$ cat src/rtl/linear_layer_pkg.sv
// Shared FSM state encoding and index-width helper for the sequential linear layer.
// No latency or backpressure of its own: types and functions only.
package linear_layer_pkg;

    typedef enum logic [1:0] {
        ST_IDLE    = 2'd0,
        ST_COMPUTE = 2'd1,
        ST_DONE    = 2'd2
    } state_t;

    // Bits needed to index 0..n-1, never less than one.
    function automatic int idx_width(input int n);
        return (n <= 2) ? 1 : $clog2(n);
    endfunction

endpackage

$ cat src/rtl/mac_unit.sv
// Signed multiply-accumulate; acc is the running sum including the current a*b pair.
// Latency: one cycle per product; clr has priority over en; no backpressure.
module mac_unit #(
    parameter int WIDTH = 16,
    parameter int ACC_W = 34
) (
    input  logic                    clk,
    input  logic                    rst_n,
    input  logic                    clr,
    input  logic                    en,
    input  logic signed [WIDTH-1:0] a,
    input  logic signed [WIDTH-1:0] b,
    output logic signed [ACC_W-1:0] acc
);

    logic signed [2*WIDTH-1:0] prod;
    logic signed [ACC_W-1:0]   acc_q;

    assign prod = a * b;
    // Presenting the sum with this cycle's product lets the caller capture a row in the same cycle it clears.
    assign acc  = acc_q + ACC_W'(prod);

    always_ff @(posedge clk or negedge rst_n) begin
        if (!rst_n) begin
            acc_q <= '0;
        end else if (clr) begin
            acc_q <= '0;
        end else if (en) begin
            acc_q <= acc;
        end
    end

endmodule

$ cat src/rtl/linear_layer_seq.sv
// Sequential N x N matrix-vector product with constant weights, one MAC per cycle.
// Latency: result valid N*N cycles after acceptance; held in DONE until out_ready, input stalled meanwhile.
module linear_layer_seq
    import linear_layer_pkg::*;
#(
    parameter int                   WIDTH               = 16,
    parameter int                   N                   = 4,
    parameter logic [N*N*WIDTH-1:0] WEIGHTS_MATRIX_FLAT = '0
) (
    input  logic                    clk,
    input  logic                    rst_n,
    input  logic                    in_valid,
    output logic                    in_ready,
    input  logic signed [WIDTH-1:0] in [0:N-1],
    output logic                    out_valid,
    input  logic                    out_ready,
    output logic signed [WIDTH-1:0] out [0:N-1],
    output logic                    busy
);

    localparam int            IW    = idx_width(N);
    localparam int            ACC_W = 2*WIDTH + IW;
    localparam logic [IW-1:0] LAST  = IW'(N-1);

    state_t                  state, state_nxt;
    logic [IW-1:0]           r_idx, c_idx;
    logic signed [WIDTH-1:0] x_reg [0:N-1];
    logic signed [WIDTH-1:0] w_tbl [0:N-1][0:N-1];
    logic signed [WIDTH-1:0] w_sel, x_sel;
    logic signed [ACC_W-1:0] acc;
    logic                    accept, mac_en, mac_clr, row_end, mat_end;

    // Weight (r,c) sits at the top of the flat vector for (0,0) and walks down.
    for (genvar gr = 0; gr < N; gr++) begin : g_row
        for (genvar gc = 0; gc < N; gc++) begin : g_col
            assign w_tbl[gr][gc] = WEIGHTS_MATRIX_FLAT[(N*N - N*gr - gc)*WIDTH-1 -: WIDTH];
        end
    end

    assign w_sel   = w_tbl[r_idx][c_idx];
    assign x_sel   = x_reg[c_idx];
    assign row_end = (c_idx == LAST);
    assign mat_end = row_end && (r_idx == LAST);
    assign mac_clr = accept || (mac_en && row_end);

    always_ff @(posedge clk or negedge rst_n) begin
        if (!rst_n) begin
            state <= ST_IDLE;
        end else begin
            state <= state_nxt;
        end
    end

    // Handshake outputs decode from state alone so neither ready nor valid loops back combinationally.
    always_comb begin
        state_nxt = state;
        in_ready  = 1'b0;
        out_valid = 1'b0;
        busy      = 1'b0;
        accept    = 1'b0;
        mac_en    = 1'b0;
        case (state)
            ST_IDLE: begin
                in_ready = 1'b1;
                if (in_valid) begin
                    accept    = 1'b1;
                    state_nxt = ST_COMPUTE;
                end
            end
            ST_COMPUTE: begin
                busy   = 1'b1;
                mac_en = 1'b1;
                if (mat_end) begin
                    state_nxt = ST_DONE;
                end
            end
            ST_DONE: begin
                busy      = 1'b1;
                out_valid = 1'b1;
                if (out_ready) begin
                    state_nxt = ST_IDLE;
                end
            end
            default: state_nxt = ST_IDLE;
        endcase
    end

    always_ff @(posedge clk or negedge rst_n) begin
        if (!rst_n) begin
            r_idx <= '0;
            c_idx <= '0;
            for (int i = 0; i < N; i++) begin
                x_reg[i] <= '0;
                out[i]   <= '0;
            end
        end else if (accept) begin
            x_reg <= in;
            r_idx <= '0;
            c_idx <= '0;
        end else if (mac_en) begin
            if (row_end) begin
                c_idx      <= '0;
                out[r_idx] <= WIDTH'(acc);
                r_idx      <= mat_end ? '0 : r_idx + 1'b1;
            end else begin
                c_idx <= c_idx + 1'b1;
            end
        end
    end

    mac_unit #(
        .WIDTH (WIDTH),
        .ACC_W (ACC_W)
    ) u_mac (
        .clk   (clk),
        .rst_n (rst_n),
        .clr   (mac_clr),
        .en    (mac_en),
        .a     (w_sel),
        .b     (x_sel),
        .acc   (acc)
    );

endmodule

$ cat config.mk
export PLATFORM = sky130hd
export DESIGN_NAME = linear_layer_seq
export DESIGN_NICKNAME = d
export VERILOG_FILES = /design/src/rtl/linear_layer_pkg.sv /design/src/rtl/mac_unit.sv /design/src/rtl/linear_layer_seq.sv
export SDC_FILE = /design/constraint.sdc
export NUM_CORES = 1
export LEC_CHECK = 0
export CAP_MARGIN = 10
export CORE_MARGIN = 2
export CORE_UTILIZATION = 28
export DETAILED_ROUTE_END_ITERATION = 12
export HOLD_SLACK_MARGIN = 0.12
export PLACE_DENSITY = 0.87
export SLEW_MARGIN = 25
export SYNTH_ARGS = -nofsm -noshare
export SYNTH_HDL_FRONTEND = slang
export SYNTH_SLANG_ARGS = --single-unit
$ cat constraint.sdc
create_clock -name clk -period 4.48 [get_ports clk]
set_input_delay 1.344 -clock clk [delete_from_list [all_inputs] [get_ports clk]]
set_output_delay 1.344 -clock clk [all_outputs]
set_load 0.01 [all_outputs]
==> results.yml, run 1 <==
routing:
  vias_per_cell: 3.38
  drc: 0
  wl_um: 1270
  drt_iter0_drc: 7
  ant_nets: 0
  wire_per_inst_um: 7.29
  vias: 588
  dr.pass1.iters: 4
finish:
  final_common_cell: "conb_1"
  area_growth_pct: -2.59
  drive_gt1_share_pct: 7.94
  layout_common_cells: "conb_1 (60), dfrtp_1 (11), ha_1 (10), clkdlybuf4s50_1 (10), mux2_2 (6)"
  antenna_cells: 0
  final_nets: 205
  design_area_um2: 1040
clocking:
  clkSlewWorstSetupHoldPaths_ps: 50
  ctsResizeCount: 0
  clockBufferDepth: 2
  cts.sinks: 11
  cts_made_buffers: 3
  tritoncts: "done"
  clkLatencyLatePin_ps: 240
  cts-root-buf: "clkbuf_8"
  cts_max_level: 1
  holdBufCountCts: 0
  cts_setup_buffers: 0
logic_synthesis:
  synth_top_area_share_pct: 42.4
  syn_area_um2: 1060
  yosys_warnings: 0
  synthCells: 114
  synth_cell_types: 15
  yosys_register_bits: 11
  yosysSeqAreaShare_pct: 25.9
  syn_area_per_cell_um2: 9.33
  synth_top_area_cell: "buf_4"
  yosys-top-cells-area: "buf_4 (42%), dfrtp_1 (26%), ha_1 (12%)"
flow_run:
  maxCapViolCount: 0
die:
  row_count: 22
  core_area_um2: 3660
  io_pins: 135
  start_util_pct: 29.0
  die_w_um: 65.6
  dieArea_um2: 4310
  chipHeight_um: 65.6
setup_path:
  cp-end-kind: "output port"
  setup.worst_path.start: "state[1]$_DFFE_PN0P_"
  r2r_setup_slack_ps: 2730
  reg2regPathDepth: 4
  worstPathArrival_ps: 1680
  timing.rr.start: "state[0]$_DFFE_PN0P_"
  crit_path_start_kind: "register"
  cp_max_fo: 7
  critPathRequiredTime_ps: 3140
  r2r_end: "state[0]$_DFFE_PN0P_"
  worstSetupPathType: "reg2out"
  cp-endpoint: "in_ready"
sta:
  period_minus_slack_ps: 3020
  maxSlewHeadroom_pct: 66.6
  finalMaxSlewViolations: 0
  hold_viol_final: 0
  tns_ps: 0
  tightest_slew_ps: 499
  fin_skew_ps: 4.35
  finalSetupViolations: 0
  fmax_ghz: 0.331
  period_share_pct: 67.4
  rsz0062_at_grt: "no"
global_route:
  grt_pass1_vias: 447
  antenna_found_initial: 0
  grtUsageTotal_pct: 6.11
  grt_pass1_wl_um: 1990
  overflow: 0
  grt_max_degree: 12
power:
  ir_drop_v: 0.000253
  leakage_nw: 0.579
  power_density_nw_per_um2: 430
min_path:
  min_path_type: "reg2reg"
  whs_path_depth: 1
run_status:
  outcome: "finished clean"
place:
  hpwlAfterDp_um: 1050
  place_congestion: 0.727
  postPlaceCellArea_um2: 991
  numPortBuffers: 10
-- synth_stat cells --
master    number
a222oi_1       1
nand3_1        4
buf_4         60
a21oi_1        4
nand2_1        3
inv_2          1
inv_1          5
nor2_1         2
conb_1         1
ha_1          10
mux2i_1        4
and3_1         1
mux2_2         6
clkbuf_1       1
dfrtp_1       11
-- flip-flops by register name, summed over array words and instances (netlist names) --
signal	count
r_idx	2
u_mac.acc_q	1
state	2
out	4
c_idx	2
-- where the power goes --
part	total (W)	internal [W]	switching, W	leakage (nW)
clock network	0.0000990	0.0000624	0.0000366	0.0228
registers	0.000142	0.000122	0.0000206	0.148
logic	0.000204	0.0000921	0.000112	0.408
-- metrics by stage --
| step | cells | util, % | setup slack [ps] | hold WS, ps | power [W] |
|---|---|---|---|---|---|
| finish | 174 | 28.3 | 1460 | 502 | 0.000446 |
| global route | 174 | 28.3 | 1370 | 522 | 0.000489 |
| CTS | 174 | 28.3 | 1460 | 508 | 0.000452 |
| detailed placement | 170 | 27.1 | 1550 | 497 | 0.000348 |
| global placement | 170 | 27.1 | 1560 | 489 | 0.000337 |
| floorplan | 173 | - | 2240 | 508 | 0.000323 |
-- critical path, stage by stage, from the launching register on --
cell and delay [ps]:
dfrtp_1 400, inv_1 140, ha_1 310, clkdlybuf4s50_1 590
-- logic make-up after synthesis --
group                    after synthesis  share of synthesized area (%)
adder cells (fa/ha/maj)               10                           11.8
buffers and inverters                 67                           44.8
AND/OR/NAND/NOR                       10                           4.24
flip-flops                            11                           25.9
multiplexers                          10                           10.1
AO/OA/AOI/OAI                          5                           2.82
other                                  1                          0.353
-- how the worst min path moves through the flow --
stage                                      end                 start  slack, ps
after floorplan           state[1]$_DFFE_PN0P_  state[1]$_DFFE_PN0P_        510
after global placement     out[63]$_DFFE_PN0P_   out[63]$_DFFE_PN0P_        490
after detailed placement   out[47]$_DFFE_PN0P_   out[47]$_DFFE_PN0P_        500
after CTS                  out[47]$_DFFE_PN0P_   out[47]$_DFFE_PN0P_        510
after global routing       out[15]$_DFFE_PN0P_   out[15]$_DFFE_PN0P_        520
final                      out[47]$_DFFE_PN0P_   out[47]$_DFFE_PN0P_        500
-- metal layers --
layer  track usage, %  routed length (µm)
met1             7.05                 486
met2             9.09                 543
met3             2.74                 212
met4             3.91                  25
met5                0                   0
-- cell type report --
cell class / count / area [µm²]
inverter: 6 / 22.5
clock buffer: 4 / 45.0
timing repair buffer: 10 / 100
multi-input combinational: 95 / 533
tap: 48 / 60.1
sequential: 11 / 275
fill: 390 / 2630
(Power assumes the default switching activity.)
==> run 2, diff against run 1 <==
--- a/config.mk
+++ b/config.mk
@@ -7,10 +7,10 @@
 export LEC_CHECK = 0
 export CAP_MARGIN = 10
 export CORE_MARGIN = 2
-export CORE_UTILIZATION = 28
+export CORE_UTILIZATION = 23
 export DETAILED_ROUTE_END_ITERATION = 12
 export HOLD_SLACK_MARGIN = 0.12
-export PLACE_DENSITY = 0.87
+export PLACE_DENSITY = 0.76
 export SLEW_MARGIN = 25
 export SYNTH_ARGS = -nofsm -noshare
 export SYNTH_HDL_FRONTEND = slang
==> constraint.sdc (replaced) <==
create_clock -name clk -period 2.7 [get_ports clk]
set_input_delay 0.81 -clock clk [delete_from_list [all_inputs] [get_ports clk]]
set_output_delay 0.81 -clock clk [all_outputs]
set_load 0.01 [all_outputs]
==> run 2 against run 1 <==
Against the previous run:
- die area increased by 20%
- worst hold slack improved by 1.9 ps
- register-to-register slack got worse by 1800 ps
- largest cell class unchanged
- largest power group unchanged
==> results.yml, run 2 (synthesis gave the netlist of run 1 again) <==
setup_path:
  cp_slowest_cell: "clkdlybuf4s50_1"
  crit_chain: "inv_1, ha_1, clkdlybuf4s50_1"
  reg2regPathDepth: 4
  cp_max_fo: 7
  worstPathArrival_ps: 1710
  cp-end-kind: "output port"
  critPathRequiredTime_ps: 1890
  worstSetupPathType: "reg2out"
  crit_path_start_kind: "register"
  crit_path_max_incr_delay_ps: 600
  timing.rr.start: "state[0]$_DFFE_PN0P_"
  r2r_end: "state[0]$_DFFE_PN0P_"
  r2r_setup_slack_ps: 920
power:
  p_clk_share_pct: 22.4
  combPwrFrac_pct: 45.8
  power_switching_w: 0.000282
  internal-power_w: 0.000458
  power_density_nw_per_um2: 711
  ir_drop_v: 0.000610
  switching_share_pct: 38.1
  power.total_w: 0.000740
  seqPwrFrac_pct: 31.8
  leakage_nw: 0.579
clocking:
  tritoncts: "done"
  cts_setup_buffers: 0
  clkSlewWorstSetupHoldPaths_ps: 50
  clkLatencyLatePin_ps: 240
  ctsResizeCount: 0
  cts-root-buf: "clkbuf_8"
  cts.sinks: 11
  cts_made_buffers: 3
  clockBufferDepth: 2
  cts_max_level: 1
  holdBufCountCts: 0
sta:
  whs_ps: 504
  tns_ps: 0
  maxSlewHeadroom_pct: 66.1
  fmax_ghz: 0.398
  finalSetupViolations: 0
  tightest_slew_ps: 507
  period_minus_slack_ps: 2520
  rsz0062_at_grt: "no"
  finalMaxSlewViolations: 0
  fin_skew_ps: 2.12
  period_share_pct: 93.2
  hold_viol_final: 0
  setup_ws_ps: 184
place:
  place_congestion: 0.738
  numPortBuffers: 10
  hpwlAfterDp_um: 1060
  dp_worst_setup_slack_ps: 307
routing:
  vias: 573
  ant_nets: 0
  wire_per_inst_um: 7.27
  wl_um: 1290
  vias_per_cell: 3.22
  dr.pass1.iters: 4
  drc: 0
  drt_iter0_drc: 3
min_path:
  whs_endpoint: "out[15]$_DFFE_PN0P_"
  worstHoldStart: "out[15]$_DFFE_PN0P_"
  min_path_type: "reg2reg"
  whs_path_depth: 1
finish:
  area_growth_pct: -2.12
  final_nets: 205
  largest_register_ffs: 4
  final_common_cell: "conb_1"
  drive_gt1_share_pct: 7.94
  antenna_cells: 0
  n_fill_cell: 487
  largest-register: "out"
  layout_common_cells: "conb_1 (60), dfrtp_1 (11), ha_1 (10), clkdlybuf4s50_1 (10), mux2_2 (6)"
run_status:
  outcome: "finished clean"
global_route:
  grt_max_degree: 12
  grtUsageTotal_pct: 4.94
  overflow: 0
  grt_pass1_vias: 448
  grt_pass1_wl_um: 1970
  antenna_found_initial: 0
die:
  die_w_um: 72
  chipHeight_um: 72
  start_util_pct: 24.1
  core_area_um2: 4410
  dieArea_um2: 5180
  io_pins: 135
  row_count: 24
flow_run:
  maxCapViolCount: 0
## run 2: per-stage QoR
| step | cell area [µm²] | cells | util, % |
|---|---|---|---|
| floorplan | 1280 | 173 | - |
| global placement | 996 | 174 | 22.6 |
| detailed placement | 996 | 174 | 22.6 |
| CTS | 1040 | 178 | 23.6 |
| global route | 1040 | 178 | 23.6 |
| finish | 1040 | 178 | 23.6 |
## run 2: how the worst max path moves through the flow
stage	startpoint	endpoint	slack [ps]	depth (start not counted)
finish	state[0]$_DFFE_PN0P_	in_ready	180	3
global route	state[0]$_DFFE_PN0P_	in_ready	140	3
CTS	state[0]$_DFFE_PN0P_	in_ready	210	3
detailed placement	in_valid	state[1]$_DFFE_PN0P_	310	4
global placement	in_valid	state[1]$_DFFE_PN0P_	320	4
floorplan	in_valid	state[0]$_DFFE_PN0P_	990	3
## run 2: per-layer routing
layer | GRT usage [%] | vias to the layer above | wire length (µm)
met3 | 2.50 | 4 | 160
met2 | 7.10 | 51 | 545
met1 | 6.06 | 247 | 566
li1 | - | 271 | -
met4 | 2.52 | 0 | 21
met5 | 0 | - | 0
## run 2: area by class of cell
type | instances | area, µm² | area share (%)
inverters | 6 | 22.5 | 2.16
repair buffers | 10 | 100 | 9.62
clock buffers | 4 | 45.0 | 4.33
well taps | 52 | 65.1 | 6.25
flip-flops and latches | 11 | 275 | 26.4
multi-input cells | 95 | 533 | 51.2
## run 2: power by group through the flow
stage	clock [W]	combinational, W	sequential, W
2_1_floorplan	0	0.000306	0.000229
3_3_place_gp	0	0.000327	0.000234
3_5_place_dp	0	0.000334	0.000237
4_1_cts	0.000173	0.000337	0.000235
5_1_grt	0.000185	0.000374	0.000240
6_report	0.000166	0.000339	0.000235
## run 2: worst max-delay path: cells and delay by family, from the launching register on
kind	cells	cell delay (ps)
fa+ha+maj	1	320
buf+inv	2	730
flops	1	420
==> run 3, diff against run 2 <==
--- a/config.mk
+++ b/config.mk
@@ -5,7 +5,6 @@
 export SDC_FILE = /design/constraint.sdc
 export NUM_CORES = 1
 export LEC_CHECK = 0
-export CAP_MARGIN = 10
 export CORE_MARGIN = 2
 export CORE_UTILIZATION = 23
 export DETAILED_ROUTE_END_ITERATION = 12
==> results of run 3 <==
No change in the layout: final DEF, timing and power equal those of run 2.
